File: config.mk
export PLATFORM = sky130hd
export DESIGN_NAME = uart_tx_arbiter
export DESIGN_NICKNAME = d
export VERILOG_FILES = /design/src/rtl/uart_pkg.sv /design/src/rtl/rr_picker.sv /design/src/rtl/uart_tx_arbiter.sv
export SDC_FILE = /design/constraint.sdc
export NUM_CORES = 1
export LEC_CHECK = 0
export ABC_AREA = 1
export CORE_MARGIN = 3
export CORE_UTILIZATION = 23
export DETAILED_ROUTE_END_ITERATION = 6
export GPL_ROUTABILITY_DRIVEN = 0
export PLACE_DENSITY = 0.5
export SKIP_LAST_GASP = 1
export SYNTH_ARGS = -nofsm -noshare
export SYNTH_HDL_FRONTEND = slang
export SYNTH_SLANG_ARGS = --single-unit
File: constraint.sdc
create_clock -name clk -period 1.85 [get_ports clk]
set_input_delay 0.185 -clock clk [delete_from_list [all_inputs] [get_ports clk]]
set_output_delay 0.185 -clock clk [all_outputs]
set_load 0.03 [all_outputs]
File: src/rtl/uart_pkg.sv
// Shared types and helpers for the UART transmit arbiter and its siblings.
package uart_pkg;

    localparam int BYTE_W   = 8;
    localparam int HDR_ID_W = 3;

    typedef enum logic [1:0] {
        IDLE = 2'd0,
        HDR  = 2'd1,
        DATA = 2'd2
    } arb_state_t;

    // Channel header: tag nibble, a zero spacer bit, then the 3-bit source id.
    function automatic logic [BYTE_W-1:0] hdr_byte(input logic [3:0]          tag,
                                                   input logic [HDR_ID_W-1:0] id);
        return {tag, 1'b0, id};
    endfunction

endpackage

File: src/rtl/rr_picker.sv
// Combinational round-robin select: first set request at or above ptr, with wrap.
module rr_picker
    import uart_pkg::*;
#(
    parameter int N_REQ = 4,
    parameter int ID_W  = (N_REQ > 1) ? $clog2(N_REQ) : 1
) (
    input  logic [N_REQ-1:0] req,
    input  logic [ID_W-1:0]  ptr,
    output logic [N_REQ-1:0] gnt,
    output logic [ID_W-1:0]  id,
    output logic             any
);

    // Walk the requests starting at ptr; the first hit wins.
    always_comb begin
        logic [ID_W-1:0] sel;
        gnt = '0;
        id  = '0;
        any = 1'b0;
        sel = '0;
        for (int i = 0; i < N_REQ; i++) begin
            sel = ID_W'((int'(ptr) + i) % N_REQ);
            if (!any && req[sel]) begin
                any      = 1'b1;
                gnt[sel] = 1'b1;
                id       = sel;
            end
        end
    end

endmodule

File: src/rtl/uart_tx_arbiter.sv
// Packet-level round-robin arbiter sharing one UART transmit byte port,
// with an optional channel header byte and a mid-packet stall watchdog.
module uart_tx_arbiter
    import uart_pkg::*;
#(
    parameter int          N_REQ   = 4,
    parameter bit          HDR_EN  = 1'b1,
    parameter logic [3:0]  HDR_TAG = 4'hA,
    parameter int          TIMEOUT = 1024
) (
    input  logic                    clk,
    input  logic                    rst,
    input  logic [N_REQ-1:0]        req_valid,
    input  logic [BYTE_W*N_REQ-1:0] req_data,
    input  logic [N_REQ-1:0]        req_last,
    output logic [N_REQ-1:0]        req_ready,
    output logic                    tx_valid,
    output logic [BYTE_W-1:0]       tx_data,
    input  logic                    tx_ready,
    output logic [N_REQ-1:0]        grant,
    output logic                    busy,
    output logic                    abort
);

    localparam int ID_W  = (N_REQ > 1) ? $clog2(N_REQ) : 1;
    localparam int CNT_W = $clog2(TIMEOUT);

    arb_state_t        state, state_nxt;
    logic [N_REQ-1:0]  grant_nxt;
    logic [ID_W-1:0]   id_q, id_nxt;
    logic [ID_W-1:0]   rr_ptr, rr_nxt;
    logic [CNT_W-1:0]  stall_cnt, cnt_nxt;

    logic [N_REQ-1:0]  pick_gnt;
    logic [ID_W-1:0]   pick_id;
    logic              pick_any;

    logic [BYTE_W-1:0] src_byte [N_REQ];
    logic              src_valid;
    logic              src_last;
    logic [ID_W-1:0]   next_id;

    for (genvar g = 0; g < N_REQ; g++) begin : g_unpack
        assign src_byte[g] = req_data[BYTE_W*g +: BYTE_W];
    end

    assign src_valid = req_valid[id_q];
    assign src_last  = req_last[id_q];
    // The owner that just finished (or was aborted) drops to lowest priority.
    assign next_id   = (id_q == ID_W'(N_REQ - 1)) ? '0 : id_q + 1'b1;
    assign busy      = (state != IDLE);

    rr_picker #(
        .N_REQ (N_REQ),
        .ID_W  (ID_W)
    ) u_picker (
        .req (req_valid),
        .ptr (rr_ptr),
        .gnt (pick_gnt),
        .id  (pick_id),
        .any (pick_any)
    );

    // State, ownership, fairness pointer and stall counter registers.
    always_ff @(posedge clk or posedge rst) begin
        if (rst) begin
            state     <= IDLE;
            grant     <= '0;
            id_q      <= '0;
            rr_ptr    <= '0;
            stall_cnt <= '0;
        end else begin
            state     <= state_nxt;
            grant     <= grant_nxt;
            id_q      <= id_nxt;
            rr_ptr    <= rr_nxt;
            stall_cnt <= cnt_nxt;
        end
    end

    // Next-state logic and the combinational byte path to the transmitter.
    always_comb begin
        state_nxt = state;
        grant_nxt = grant;
        id_nxt    = id_q;
        rr_nxt    = rr_ptr;
        cnt_nxt   = '0;
        tx_valid  = 1'b0;
        tx_data   = '0;
        req_ready = '0;
        abort     = 1'b0;
        case (state)
            IDLE: begin
                if (pick_any) begin
                    grant_nxt = pick_gnt;
                    id_nxt    = pick_id;
                    state_nxt = HDR_EN ? HDR : DATA;
                end
            end
            HDR: begin
                tx_valid = 1'b1;
                tx_data  = hdr_byte(HDR_TAG, HDR_ID_W'(id_q));
                if (tx_ready) begin
                    state_nxt = DATA;
                end
            end
            DATA: begin
                tx_valid        = src_valid;
                tx_data         = src_byte[id_q];
                req_ready[id_q] = tx_ready;
                if (src_valid && tx_ready && src_last) begin
                    // Normal completion wins over a coincident watchdog expiry.
                    state_nxt = IDLE;
                    grant_nxt = '0;
                    rr_nxt    = next_id;
                end else if (!src_valid) begin
                    if (stall_cnt == CNT_W'(TIMEOUT - 1)) begin
                        abort     = 1'b1;
                        state_nxt = IDLE;
                        grant_nxt = '0;
                        rr_nxt    = next_id;
                    end else begin
                        cnt_nxt = stall_cnt + 1'b1;
                    end
                end
                // Source valid but transmitter busy: counter stays cleared.
            end
            default: begin
                state_nxt = IDLE;
                grant_nxt = '0;
            end
        endcase
    end

endmodule

==> After elaboration in Yosys (flattened, before gate mapping) <==
Cells that the tools add are included.
{ "word_totals": {"reg_bits": 20, "latch_bits": 0, "ramBits": 0, "mem_bits_ro": 0, "input_bits": 43, "out_inout_bits": 19, "elab_cells": 119, "mem_count": 0} }
{ "op_classes": {"add_sub_neg": 5, "mul": 0, "div": 0, "order_cmp": 11, "n_eq_ne": 9, "n_shift": 0, "mux": 63, "n_bitwise": 6, "n_reduce_logical": 20} }
{ "op_table": {"columns": ["cell", "count"], "rows": [
  ["$mux 10", 4],
  ["$mux 4", 9],
  ["$mux 2", 13],
  ["$mux 1", 19],
  ["$bmux 8 s2", 1],
  ["$mux 8", 2],
  ["$pmux 8 s2", 1],
  ["$lt 2x3->1 const B", 5],
  ["$bmux 1 s2", 6],
  ["$or 4x4->4", 3],
  ["$pmux 4 s3", 1],
  ["$add 10x1->10 const B", 1],
  ["$demux 1 s2", 5],
  ["$eq 10x10->1 const B", 1],
  ["$ge 2x1->1 const B", 5],
  ["$logic_and 1x1->1", 10],
  ["$reduce_and 4->1", 2],
  ["$ne 3x3->1 const B", 2],
  ["$pmux 2 s3", 1],
  ["$add 2x1->2 const B", 2],
  ["$add 2x2->2 const B", 2],
  ["$and 4x4->4", 1],
  ["$eq 2x2->1 const B", 2],
  ["$ne 2x2->1 const B", 2],
  ["other kinds (11)", 14]
]} }

==> Depth between registers and ports, before layout <==
Gate-level depths: netlist of run 1.
{ "depth": {"word_depth": 14, "mapped_depth": 12, "ltp_nobuf": 12} }

==> Modules after synthesis <==
A second synthesis of run 1 with hierarchy kept.
{ "hier_totals": {"hier_cells": 306, "hier_area_um2": 2054.5} }
{ "by_module_without_submodules": {"columns": ["module", "instances", "cells_each", "area_each_um2", "seq_area_each_um2"], "rows": [
  ["uart_tx_arbiter", 1, 232, 1624.1, 500.5],
  ["rr_picker", 1, 74, 430.4, 0.0]
]} }

==> Worst setup path after synthesis of run 1 <==
OpenSTA, ideal clock, no wires.
{ "synth_path": {"path_type": "register -> output", "start": "reg state[0]", "end": "out tx_valid", "arrival_ns": 1.711, "t_required_ns": 1.665, "path_slack_ns": -0.046, "stages_incl_launch_ff": 6, "n_path_buf": 1, "cell_sequence": "dfrtp_1 inv_1 ha_1 clkbuf_1 nand2_1 o21ai_0"} }
{ "synth_via": {"elab_chain_cells": 2, "word_cells_on_any_way": 3} }
{ "synth_rtl": {"columns": ["element", "line_no", "text"], "rows": [
  ["start: declaration", "uart_tx_arbiter.sv:28", "arb_state_t state, state_nxt;"],
  ["start signal: assignment", "uart_tx_arbiter.sv:73", "state <= state_nxt;"],
  ["$eq 2x2->1 / $eq 2x1->1 (equally long branches)", "uart_tx_arbiter.sv:92", "case (state)"],
  ["$pmux 1 s2 (*)", "uart_tx_arbiter.sv:92", null],
  ["end: declaration", "uart_tx_arbiter.sv:17", "output logic tx_valid,"]
]} }
Every way passes the cells marked *; elsewhere a longest branch is shown, timed or not.

==> Final worst setup path of run 1 <==
{ "layout_path": {"start": "reg id_q[0]", "end": "out tx_data[1]"} }
{ "layout_via": {"elab_chain_cells": 5} }
{ "layout_rtl": {"columns": ["element", "line_no", "text"], "rows": [
  ["start: declaration", "uart_tx_arbiter.sv:30", "logic [ID_W-1:0] id_q, id_nxt;"],
  ["start signal: assignment", "uart_tx_arbiter.sv:75", "id_q <= id_nxt;"],
  ["$not 2->3 (not written as such)", "uart_tx_arbiter.sv:109", "tx_data = src_byte[id_q];"],
  ["$bmux 8 s2", "uart_tx_arbiter.sv:109", null],
  ["$mux 8 (not written as such) (2 in a row)", "uart_tx_arbiter.sv:109", null],
  ["$pmux 8 s2", "uart_tx_arbiter.sv:92", null],
  ["end: declaration", "uart_tx_arbiter.sv:18", "output logic [BYTE_W-1:0] tx_data,"]
]} }
Every way passes these cells. The select of a mux whose other input is x is not followed.

==> impl_metrics.json, run 1 <==
{
  "status": "finished, final reports clean",
  "r2r_slack_ps": 220,
  "synth_warnings": 0,
  "crit_type": "flop to output pin",
  "dpl_cell_area_um2": 2740,
  "p_leak_nw": 1.39,
  "tns_ps": 0,
  "fin_util_pct": 37.1,
  "ys_types": 28,
  "synth.avg_cell_area_um2": 6.46,
  "drv_cap": 0,
  "final_cell_mix": "75 x nand2_1, 46 x clkdlybuf4s50_1, 41 x nor2_1",
  "worstSetupStartpointType": "flop",
  "grtUsageTotal_pct": 12.5,
  "hpwl_mm": 4.76,
  "via_per_inst": 4.36,
  "yosys_register_bits": 20,
  "final_layout_size_suffix_gt1_share_pct": 20.8,
  "path_cells": "buf_4 -> buf_4 -> o21ai_0 -> o22ai_1 -> nand2_1 -> a21oi_1 -> buf_4",
  "cts.sinks": 20,
  "fill_cells": 888,
  "wirelength_mm": 5.93,
  "maxSlewViolCount": 0,
  "worstHoldPathType": "input port to async pin",
  "timing.rr.end": "state[1]$_DFFE_PP0P_",
  "core_um2": 7930,
  "pin_count": 62,
  "crit_fanout": 5,
  "n_antenna_cell": 0,
  "grt_max_degree": 21,
  "ir_drop_uv": 856,
  "fmax_mhz": 554,
  "max_slew.worst_pin.slew_ps": 317,
  "synth_area_um2": 1920,
  "critPathMaxStageDelay_ps": 460,
  "slowest_stage": "dfrtp_2",
  "antenna_found_initial": 0,
  "cp_data_arrival_time_ps": 1620,
  "crit_required_ps": 1660,
  "root_buffer": "clkbuf_8",
  "clkLatencyLatePin_ps": 260,
  "hold_viol_final": 0,
  "start_util_pct": 24.2,
  "pwr_density_cell_nw_per_um2": 1480,
  "design_area_um2": 2940,
  "crit_path_end_kind": "output pin",
  "port_buffers": 61,
  "cts_tree": "yes",
  "ant_nets": 0,
  "final_common_cell": "nand2_1",
  "setup_viol": 0,
  "first_pass_iters": 4,
  "wire_per_inst_um": 12.3,
  "clk_path_buf_depth": 2,
  "drt_iter0_drc": 61,
  "finalCritPeriodShare_pct": 97.6,
  "grt_pass1_wl_mm": 9.91,
  "die_h_um": 97.3,
  "vias": 2100,
  "slew_headroom_pct": 78.8,
  "reg2regPathDepth": 11,
  "num_rows": 32,
  "area_delta_synth_final_pct": 53.4,
  "dieArea_um2": 9470,
  "syn-num-nets": 355,
  "grt_pass1_vias": 2093,
  "crit_end": "tx_data[1]",
  "reg2reg_from": "rr_ptr[0]$_DFFE_PP0P_",
  "cts_hold_buf": 0,
  "drcViolationCount": 0,
  "cts_inserted_buffers": 3,
  "die_width_um": 97.3,
  "synthCells": 297,
  "seq_area_frac_synth_pct": 26.1,
  "period_minus_slack_ps": 1810,
  "gr-total-overflow": 0,
  "htreeDepth": 1,
  "fin_skew_ps": 4.17,
  "cp_common_cell": "buf_4",
  "clk_pin_slew_ps": 80,
  "crit_path_start": "id_q[0]$_DFFE_PP0P_",
  "fin_nets": 439,
  "rsz0062_at_grt": "true"
}
[worst max-delay path: cells and delay by family (launching register included)]
kind | cells | cell delay [ps]
DFF | 1 | 460
buffers and inverters | 3 | 450
AOI/OAI and AO/OA | 3 | 390
and+or+nand+nor | 1 | 70
[Yosys cell counts]
cell type	number	share of area (%)
buf_2	4	1.0
nand3_2	2	1.0
nand2_4	4	2.3
o21bai_1	1	0.39
clkinv_1	1	0.20
nor2_2	3	0.98
inv_1	29	5.7
o21ai_0	24	6.3
o22ai_1	5	1.6
inv_2	5	0.98
nand3_1	23	6.0
buf_4	1	0.39
nor3b_1	1	0.39
nand4_1	6	2.0
nor2_4	4	2.3
xor2_1	4	1.8
a21boi_1	4	1.6
or2_2	1	0.33
or2_1	1	0.33
o21ai_1	4	1.0
nor3_1	1	0.26
nand2_1	80	16
ha_1	15	9.8
nand4_2	1	0.65
dfrtp_1	20	26
nor2_1	43	8.4
clkbuf_1	3	0.59
a21oi_1	7	1.8
[through the flow]
step / worst slack (ps) / std cells / power [mW] / hold slack (ps)
detailed placement: 87.0 / 471 / 3.70 / 503
global placement: 126 / 471 / 3.69 / 502
global route: -93.9 / 482 / 4.83 / 301
floorplan: 75.8 / 297 / 2.67 / 149
CTS: -19.9 / 475 / 4.09 / 262
finish: 44.1 / 482 / 4.36 / 250
[per-layer routing]
layer | up-vias | global-route usage, % | part of all wire [%]
li1 | 1116 | - | -
met1 | 971 | 15.7 | 46
met2 | 13 | 23.5 | 53
met3 | 0 | 1.36 | 1.2
met4 | 0 | 1.92 | 0
met5 | - | 0 | 0
[logic make-up after synthesis]
group	count (synthesis)	share of synthesized area, %
adder cells (fa/ha/maj)	15	9.78
flip-flops	20	26.1
AO/OA/AOI/OAI	45	12.7
XOR/XNOR	4	1.83
buffers and inverters	43	8.87
AND/OR/NAND/NOR	170	40.7
[sequential cells by signal, summed over array words and instances (netlist names)]
register,flops
rr_ptr,2
stall_cnt,10
state,2
grant,4
id_q,2
[worst min-delay path by stage]
stage                                    start                     end  slack (ps)  cells past startpoint
final                                      rst    grant[3]$_DFFE_PP0P_         250                      3
after global placement    grant[1]$_DFFE_PP0P_    grant[1]$_DFFE_PP0P_         500                      2
after detailed placement  grant[1]$_DFFE_PP0P_    grant[1]$_DFFE_PP0P_         500                      2
after floorplan                            rst    grant[0]$_DFFE_PP0P_         150                      1
after CTS                                  rst  stall_cnt[0]$_DFF_PP0_         260                      3
after global routing                       rst  stall_cnt[0]$_DFF_PP0_         300                      3
[where the power goes]
part	switching [mW]	total, mW	internal [mW]	leakage (nW)
logic	2.03	3.41	1.39	1.09
registers	0.0770	0.612	0.535	0.265
clock network	0.150	0.340	0.189	0.0288
[final cells by class]
cell class	count	area [um2]	share of cell area, %
multi-input combinational	234	1310	44.5
timing repair buffer	87	810	27.5
sequential	20	502	17.1
inverter	35	138	4.68
tap	102	128	4.34
clock buffer	4	55.1	1.87
[repair_timing]
item	in CTS	in global routing
cloned	0	0
setup endpoints to repair	13	21
buffers inserted	0	7
pin swaps	0	4
gates resized for setup	5	23
(Power assumes the default switching activity.)
==> run 2: changes to the inputs <==
Settings changed: ABC_AREA 1 to default, PLACE_DENSITY 0.5 to 0.51, SKIP_CTS_REPAIR_TIMING from default to 1.
==> run 2 against run 1 <==
The flow now finishes with violations (negative setup slack); power up 1.3%; combinational power grew 1%; cell area up 6.6%; clock skew is 1.0 ps lower; die area shrank 4.5%; register-to-register slack worse by 380 ps; synthesized cell count decreased by 33%; highest routed layer is now met4; largest cell class unchanged; routed wire length shrank 6.0%; utilization is 4.8 points higher; first-iteration DRC count fell by 80%.
==> impl_metrics.json, run 2 <==
{
  "worst_slack_ps": -156,
  "synth_area_um2": 1830,
  "synth_top_cell_by_area": "dfrtp_1",
  "fmax_mhz": 499,
  "p_leak_nw": 1.40,
  "fin_skew_ps": 3.18,
  "fill_cells": 752,
  "start_util_pct": 24.4,
  "via_per_inst": 4.63,
  "ir_drop_uv": 597,
  "antenna_found_initial": 0,
  "ant_nets": 0,
  "htreeDepth": 1,
  "crit_path_end_kind": "flop",
  "worstHoldPathType": "input port to async pin",
  "place_ws_ps": -339,
  "yosysTopAreaCellShare_pct": 27.4,
  "cts.sinks": 20,
  "async_flop_share_pct": 100,
  "setup_viol": 17,
  "worst_hold_slack_ps": 171,
  "final_common_cell": "clkdlybuf4s50_1",
  "yosysMostFrequentCell": "nor2_1",
  "violations": "negative setup slack",
  "crit_type": "flop to flop",
  "seq_area_frac_synth_pct": 27.4,
  "reg.largest.list": "stall_cnt x10, grant x4",
  "gr-total-overflow": 0,
  "clk_pin_slew_ps": 70,
  "grt_pass1_vias": 1866,
  "grtUsageTotal_pct": 11.8,
  "total_power_mw": 4.42,
  "synth_flop_cell": "dfrtp_1",
  "timing.rr.end": "grant[1]$_DFFE_PP0P_",
  "final_layout_size_suffix_gt1_share_pct": 37.5,
  "status": "finished with violations",
  "crit_required_ps": 2000,
  "hpwl_mm": 4.37,
  "port_buffers": 61,
  "area_delta_synth_final_pct": 71.7,
  "wire_per_inst_um": 13.8,
  "critPathMaxStageDelay_ps": 410,
  "crit_fanout": 7,
  "synth.top_cells.by_count": "24 x nor2_1, 20 x dfrtp_1, 15 x ha_1",
  "rsz0062_at_grt": "true",
  "pwr_density_cell_nw_per_um2": 1410,
  "clk_path_buf_depth": 2,
  "drcViolationCount": 0,
  "dieArea_um2": 9040,
  "yosys_register_bits": 20,
  "synth_area_leaders": "dfrtp_1 27%, ha_1 10%, mux4_2 8.6%, nor2_1 4.9%, mux2i_1 3.8%",
  "drv_cap": 0,
  "synthCells": 198,
  "root_buffer": "clkbuf_8",
  "regMostFlops": "stall_cnt",
  "grt_pass1_wl_mm": 8.76,
  "hold_viol_final": 0,
  "synth.avg_cell_area_um2": 9.22,
  "synth_warnings": 0,
  "n_antenna_cell": 0,
  "synth-edff-count": 0,
  "syn-num-nets": 256,
  "path_cells": "inv_6 -> ha_4 -> mux2i_1 -> nor2_1 -> a21o_1 -> buf_6 -> a221oi_2 -> a2bb2oi_2 -> o2bb2ai_1",
  "drt_iter0_drc": 12,
  "crit_path_start": "rr_ptr[0]$_DFFE_PP0P_",
  "cts_inserted_buffers": 3,
  "first_pass_iters": 4,
  "core_um2": 7490,
  "period_minus_slack_ps": 2010,
  "reg2reg_from": "rr_ptr[0]$_DFFE_PP0P_",
  "vias": 1866,
  "pin_count": 62,
  "final_cell_mix": "46 x clkdlybuf4s50_1, 44 x buf_4, 23 x nor2_1",
  "worstSetupStartpointType": "flop",
  "die_h_um": 95.1,
  "clkLatencyLatePin_ps": 250,
  "cp_data_arrival_time_ps": 2150,
  "r2r_slack_ps": -160,
  "slowest_stage": "dfrtp_1",
  "die_width_um": 95.1,
  "largest_reg_flops": 10,
  "ys_types": 43,
  "slew_headroom_pct": 75.0,
  "wirelength_mm": 5.57,
  "maxSlewViolCount": 0,
  "max_slew.worst_pin.slew_ps": 374,
  "crit_end": "grant[1]$_DFFE_PP0P_",
  "grt_max_degree": 15,
  "fin_nets": 363,
  "num_rows": 31,
  "reg2regPathDepth": 9,
  "cts_tree": "yes",
  "finalCritPeriodShare_pct": 108,
  "tns_ps": -1200
}
[run 2: cell count changes in the layout (fill, tap and decap cells not counted), moves of 6 or more]
cell     before  now
inv_1        28    8
o21ai_0      20    1
buf_6         3   10
buf_4        35   44
nor2_1       41   23
nand3_1      23    5
o21ai_1       7    1
mux4_2        0    7
nand4_1       6    0
nand2_1      75   11
and3_1        0    9
mux2i_1       0    7
[run 2: power breakdown]
part / switching, mW / total [mW] / internal, mW / leakage (nW)
Clock: 0.139 / 0.328 / 0.189 / 0.0288
Combinational: 1.70 / 3.46 / 1.76 / 1.11
Sequential: 0.0929 / 0.633 / 0.540 / 0.263
Total: 1.93 / 4.42 / 2.49 / 1.40
[run 2: how the worst min path moves through the flow]
stage	endpoint	from	slack [ps]
after global routing	grant[3]$_DFFE_PP0P_	rst	210
after detailed placement	stall_cnt[3]$_DFF_PP0_	rst	460
after CTS	stall_cnt[3]$_DFF_PP0_	rst	180
final	stall_cnt[3]$_DFF_PP0_	rst	170
after global placement	stall_cnt[3]$_DFF_PP0_	rst	440
after floorplan	grant[0]$_DFFE_PP0P_	rst	150
[run 2: cell families after synthesis]
group                    count (synthesis)  share of synthesized area [%]
multiplexers                            18                           14.9
XOR/XNOR                                 8                           3.84
flip-flops                              20                           27.4
AO/OA/AOI/OAI                           44                           18.8
AND/OR/NAND/NOR                         71                           19.5
adder cells (fa/ha/maj)                 15                           10.3
buffers and inverters                   22                           5.21
[run 2: metal layers]
metal  global-route usage (%)  up-vias  part of all wire (%)
met5                        0        -                     0
met4                    0.721        0                  0.13
met3                     1.97        2                   2.7
met2                     22.2       25                    54
met1                     14.8      904                    43
li1                         -      935                     -
[run 2: per-stage QoR]
stage               cell area [um2]  cells  utilization (%)
finish                         3130    403             41.9
detailed placement             2860    389             38.2
CTS                            2910    393             38.9
global route                   3130    403             41.9
global placement               2860    389             38.2
floorplan                      1860    198                -
[run 2: critical path: cells and delay by family, from the launching register on]
kind | cells | cell delay (ps)
adders and majority gates | 1 | 300
buffers and inverters | 2 | 180
and+or+nand+nor | 1 | 80
muxes | 1 | 190
AOI/OAI and AO/OA | 4 | 730
DFF | 1 | 410
[run 2: cell type report]
| cell class | instances | area, um2 | area share (%) |
|---|---|---|---|
| multi-input cells | 156 | 1390 | 44.2 |
| repair buffers | 111 | 1010 | 32.3 |
| flip-flops and latches | 20 | 504 | 16.1 |
| well taps | 99 | 124 | 3.95 |
| clock buffers | 4 | 55.1 | 1.76 |
| inverters | 13 | 53.8 | 1.72 |
